==> config.mk <==
export PLATFORM = sky130hd
export DESIGN_NAME = ob_reject_drain
export DESIGN_NICKNAME = d
export VERILOG_FILES = /design/src/rtl/ob_pkg.sv /design/src/rtl/ob_fifo.sv /design/src/rtl/ob_reject_drain.sv
export SDC_FILE = /design/constraint.sdc
export NUM_CORES = 1
export LEC_CHECK = 0
export CAP_MARGIN = 20
export CORE_MARGIN = 10
export CORE_UTILIZATION = 45
export CTS_CLUSTER_SIZE = 12
export DETAILED_ROUTE_END_ITERATION = 10
export PLACE_DENSITY = 0.74
export SYNTH_ARGS = -nofsm -noshare
export SYNTH_HDL_FRONTEND = slang
export SYNTH_SLANG_ARGS = --single-unit
==> constraint.sdc <==
create_clock -name clk -period 7.7 [get_ports clk]
set_clock_uncertainty 0.15 [all_clocks]
set_input_delay 1.54 -clock clk [delete_from_list [all_inputs] [get_ports clk]]
set_output_delay 1.54 -clock clk [all_outputs]
set_load 0.05 [all_outputs]
==> src/rtl/ob_pkg.sv <==
// Shared order-book types: table entries, reject responses and egress sizing.
package ob_pkg;

    localparam int unsigned ID_W    = 8;
    localparam int unsigned PRICE_W = 16;
    localparam int unsigned QTY_W   = 16;

    typedef struct packed {
        logic [ID_W-1:0]    order_id;
        logic [PRICE_W-1:0] price;
        logic [QTY_W-1:0]   qty;
    } table_t;

    typedef struct packed {
        logic   is_ask;
        table_t entry;
    } reject_rsp_t;

    localparam int REJECT_FIFO_D = 4;

endpackage

==> src/rtl/ob_fifo.sv <==
// Generic synchronous FIFO with registered full/empty flags, shared by the order-book egress paths.
module ob_fifo #(
    parameter int unsigned W = 8,
    parameter int unsigned D = 4
) (
    input  logic                 clk,
    input  logic                 rst,
    input  logic                 push,
    input  logic [W-1:0]         push_data,
    input  logic                 pop,
    output logic [W-1:0]         pop_data,
    output logic                 full,
    output logic                 empty,
    output logic [$clog2(D):0]   count
);

    localparam int unsigned AW = $clog2(D);
    localparam int unsigned CW = AW + 1;

    logic [W-1:0]  mem [D];
    logic [AW-1:0] wr_ptr;
    logic [AW-1:0] rd_ptr;
    logic [CW-1:0] count_q;
    logic [CW-1:0] count_nxt;
    logic          full_q;
    logic          empty_q;
    logic          do_push;
    logic          do_pop;

    // A push into a full FIFO is legal only when the head leaves in the same cycle.
    assign do_pop    = pop & ~empty_q;
    assign do_push   = push & (~full_q | do_pop);
    assign count_nxt = count_q + CW'(do_push) - CW'(do_pop);

    always_ff @(posedge clk or posedge rst) begin
        if (rst) begin
            for (int i = 0; i < int'(D); i++) begin
                mem[i] <= '0;
            end
            wr_ptr  <= '0;
            rd_ptr  <= '0;
            count_q <= '0;
            full_q  <= 1'b0;
            empty_q <= 1'b1;
        end else begin
            if (do_push) begin
                mem[wr_ptr] <= push_data;
                wr_ptr      <= wr_ptr + AW'(1);
            end
            if (do_pop) begin
                rd_ptr <= rd_ptr + AW'(1);
            end
            count_q <= count_nxt;
            full_q  <= (count_nxt == CW'(D));
            empty_q <= (count_nxt == '0);
        end
    end

    assign pop_data = mem[rd_ptr];
    assign full     = full_q;
    assign empty    = empty_q;
    assign count    = count_q;

endmodule

==> src/rtl/ob_reject_drain.sv <==
// Drains bid/ask table reject slots round-robin into a response FIFO and keeps
// saturating per-side reject counters.
module ob_reject_drain
    import ob_pkg::*;
#(
    parameter int unsigned D     = REJECT_FIFO_D,
    parameter int unsigned CNT_W = 16
) (
    input  logic             clk,
    input  logic             rst,
    input  logic             bid_reject_valid_r,
    input  table_t           bid_reject_r,
    output logic             bid_reject_pop,
    input  logic             ask_reject_valid_r,
    input  table_t           ask_reject_r,
    output logic             ask_reject_pop,
    output logic             rsp_vld_r,
    output reject_rsp_t      rsp_r,
    input  logic             rsp_accept,
    output logic [CNT_W-1:0] bid_cnt_r,
    output logic [CNT_W-1:0] ask_cnt_r
);

    localparam int unsigned CW = $clog2(D) + 1;
    localparam int unsigned RW = $bits(reject_rsp_t);

    logic          bid_mask;
    logic          ask_mask;
    logic          prefer_ask;
    logic          rsp_fire;
    logic          space;
    logic          bid_elig;
    logic          ask_elig;
    logic          grant_ask;
    logic          push;
    reject_rsp_t   push_data;
    logic [RW-1:0] head;
    logic          fifo_full;
    logic          fifo_empty;
    logic [CW-1:0] fifo_count;
    logic          unused_count;

    assign rsp_fire = rsp_vld_r & rsp_accept;
    assign space    = ~fifo_full | rsp_fire;

    // Masks hide the table's stale valid in the cycle after a pop; reset kills pops at once.
    assign bid_elig  = bid_reject_valid_r & ~bid_mask & space & ~rst;
    assign ask_elig  = ask_reject_valid_r & ~ask_mask & space & ~rst;
    assign grant_ask = ask_elig & (~bid_elig | prefer_ask);

    assign bid_reject_pop = bid_elig & ~grant_ask;
    assign ask_reject_pop = grant_ask;
    assign push           = bid_reject_pop | ask_reject_pop;

    assign push_data.is_ask = grant_ask;
    assign push_data.entry  = grant_ask ? ask_reject_r : bid_reject_r;

    ob_fifo #(
        .W (RW),
        .D (D)
    ) u_fifo (
        .clk       (clk),
        .rst       (rst),
        .push      (push),
        .push_data (push_data),
        .pop       (rsp_fire),
        .pop_data  (head),
        .full      (fifo_full),
        .empty     (fifo_empty),
        .count     (fifo_count)
    );

    assign rsp_vld_r    = ~fifo_empty;
    assign rsp_r        = reject_rsp_t'(head);
    assign unused_count = ^fifo_count;

    always_ff @(posedge clk or posedge rst) begin
        if (rst) begin
            bid_mask   <= 1'b0;
            ask_mask   <= 1'b0;
            prefer_ask <= 1'b0;
            bid_cnt_r  <= '0;
            ask_cnt_r  <= '0;
        end else begin
            bid_mask <= bid_reject_pop;
            ask_mask <= ask_reject_pop;
            if (bid_reject_pop) begin
                prefer_ask <= 1'b1;
            end else if (ask_reject_pop) begin
                prefer_ask <= 1'b0;
            end
            if (bid_reject_pop && (bid_cnt_r != '1)) begin
                bid_cnt_r <= bid_cnt_r + CNT_W'(1);
            end
            if (ask_reject_pop && (ask_cnt_r != '1)) begin
                ask_cnt_r <= ask_cnt_r + CNT_W'(1);
            end
        end
    end

endmodule
==> metrics <==
outcome completed; warnings from Yosys 0; multi-input logic area 0.00387 mm2; min-delay src u_fifo.mem[79]; count of cell types in the netlist 41; die area 0.0268 mm2; cts hold-fix bufs 0; Filler Cells Inserted 1699; drt drc 0; gr ovfl total 0; Primary FF master, synth dfrtp_1; pwr/cell area roughly 440 mW/mm2; CP dominant cell by count clkdlybuf4s50_1; via count roughly 6600; syn avg cell area 11.3 um2; CTS Root Cell clkbuf_16; peak supply drop around 260 uV; die span in x 164 um; critical path capture point type output pin; Seq/Total Area, Yosys 56.1%; Hold Path Cell Cnt 2; hpwl dp 14.3 mm; first drt pass iteration count 6; ys async rst share 100%; htree depth 1; RD Place Congestion 0.787; setup bufs post-CTS 0; minimum clock period roughly 5.6 ns; clk sink count roughly 210; mapped cell area 0.00928 mm2; WHS Endpoint u_fifo.mem[79]; HP Class reg -> reg; first-pass GRT wire length approximately 36 mm; dominant cells by area after synthesis dfrtp_1 (56%), mux4_2 (10%), o21ai_0 (8.7%); slew margin rel. about 34%; Critical Setup Path Class in -> out; RSZ-0062 raised after global routing no; fin crit share 72.6%; fmax roughly 180 MHz; Ports 161; CTS max path bufs 3; CP Launch Type primary input; cell row count 52; synth-to-layout area growth 27.8%; final setup fails 0; pre-CTS setup slack between 2 and 2.5 ns; register bit count reported by yosys 208; CTS tree done; R2R Path Start u_fifo.empty; arrival time worst endpoint 3.90 ns; worst setup margin 2.11 ns; Die Height approximately 160 um; critical path's slowest cell clkdlybuf4s50_1; Syn Nets 913; routed vias/inst between 5 and 6; Resized cells post-CTS 0; Setup TNS 0 ns; Reg2Reg Setup Slack 4.72 ns; crit-path cells clkdlybuf4s50_1 -> nor3b_4 -> o221ai_4 -> inv_1 -> clkdlybuf4s50_1; vias in the first global route 6843; WP data required 6.01 ns; IO Port Bufs 160; core area 0.0202 mm2; Synth area leader dfrtp_1; 1st-iter DRT viols 348; Post-synth EDFFs 0; final net count 1054; CTS clock-pin slew for the worst setup and hold paths 0.06 ns; Reg area about 0.0052 mm2; commonest cells in the netlist dfrtp_1 (207), nand2_1 (168), o21ai_0 (162); Post-Synthesis Cells 819; post-route ant nets 0; pin count of the biggest net entering global routing 142; gr usage total about 16%; Routed WL 22.1 mm; share of cells above drive strength 1 10.2%; antenna violations before repair 0; most common cell in the netlist dfrtp_1; Routed WL per cell 17.8 um; CP max stage delay 0.80 ns; Clock Latency Late Sink 0.50 ns; Fin. Hold Viols 0; Final Util 58.6%; critical-path maximum fanout 8; Max Slew Vio Count 0; Antenna Cells 0; Leak 0.00534 uW; Num CTS Buffers 22; Initial Utilization 45.9%; Synth top area share 55.8%; reg2reg end u_fifo.mem[21]; max-cap violations 0; Worst R2R Path Depth 6; worst-margin pin slew 0.983 ns
## registers in the layout (all words and copies together) (netlist names)
register / cells
u_fifo.wr_ptr: 2
u_fifo.count: 3
bid_mask: 1
ask_mask: 1
u_fifo.empty: 1
u_fifo.full: 1
u_fifo.mem: 164
prefer_ask: 1
u_fifo.rd_ptr: 2
ask_cnt_r: 16
bid_cnt_r: 16
## cell type report
class / count / area share, %
multi-input cells: 538 / 32.6
repair buffers: 170 / 14.1
well taps: 270 / 2.85
clock inverters: 1 / 0.0422
flip-flops and latches: 208 / 43.9
clock buffers: 36 / 5.77
inverters: 20 / 0.696
## cell families (layout without fill, tap and decap cells)
| group | Yosys count | count (layout) | share of synthesized area, % |
|---|---|---|---|
| simple gates | 226 | 226 | 10.8 |
| flops | 208 | 208 | 56.1 |
| compound gates | 184 | 184 | 10.7 |
| mux | 84 | 84 | 14.6 |
| buf+inv | 73 | 227 | 3.22 |
| xor+xnor | 35 | 35 | 3.30 |
| fa+ha+maj | 9 | 9 | 1.29 |
## where the power goes
group | total (uW) | internal (uW) | switching (uW)
sequential | 1820 | 1540 | 279
clock | 1010 | 601 | 409
combinational | 2450 | 951 | 1500
## worst max-delay path by stage
stage / cells past startpoint / startpoint / slack (ns) / to
finish: 5 / rst / 2.11 / ask_reject_pop
global route: 5 / rst / 2.03 / ask_reject_pop
CTS: 5 / rst / 2.08 / ask_reject_pop
detailed placement: 5 / rst / 2.09 / ask_reject_pop
global placement: 5 / rst / 2.14 / ask_reject_pop
floorplan: 1 / rst / 0.33 / ask_cnt_r[0]
## metal layers
| layer | up-vias | track usage (%) | wire [um] |
|---|---|---|---|
| met5 | - | 0 | 0 |
| met4 | 0 | 3.29 | 294 |
| met3 | 30 | 4.98 | 1690 |
| met2 | 160 | 26.7 | 10300 |
| met1 | 3281 | 21.3 | 9770 |
| li1 | 3172 | - | - |
## stage by stage
stage	instances	hold WS [ns]	total power (uW)	area, um2
after CTS	1243	0.330	5350	11900
after global placement	1206	0.306	4250	11200
after detailed placement	1206	0.316	4310	11200
after global routing	1243	0.348	5610	11900
final	1243	0.325	5280	11900
after floorplan	819	0.295	3520	9280
## cell usage in the layout (no fill, tap or decap), types with 4 or more instances in the layout
master / instances
mux4_2: 41
inv_1: 17
nand2_1: 168
o211ai_1: 5
and3_1: 4
clkdlybuf4s50_1: 160
nand3_1: 7
clkbuf_8: 6
mux2i_1: 40
o2111ai_1: 6
a22oi_1: 4
nand4_1: 10
nor3_1: 11
ha_1: 8
clkbuf_16: 23
dfrtp_1: 205
nor4_1: 6
buf_4: 10
clkbuf_1: 7
o21ai_0: 162
o221ai_4: 5
xor2_1: 15
nor2_1: 4
xnor2_1: 20
## worst max-delay path, delay by kind of cell
family / cells / cell delay, ns
AOI/OAI and AO/OA: 1 / 0.21
buffers and inverters: 3 / 1.49
and+or+nand+nor: 1 / 0.66
Power figures use the tool's default switching activity.
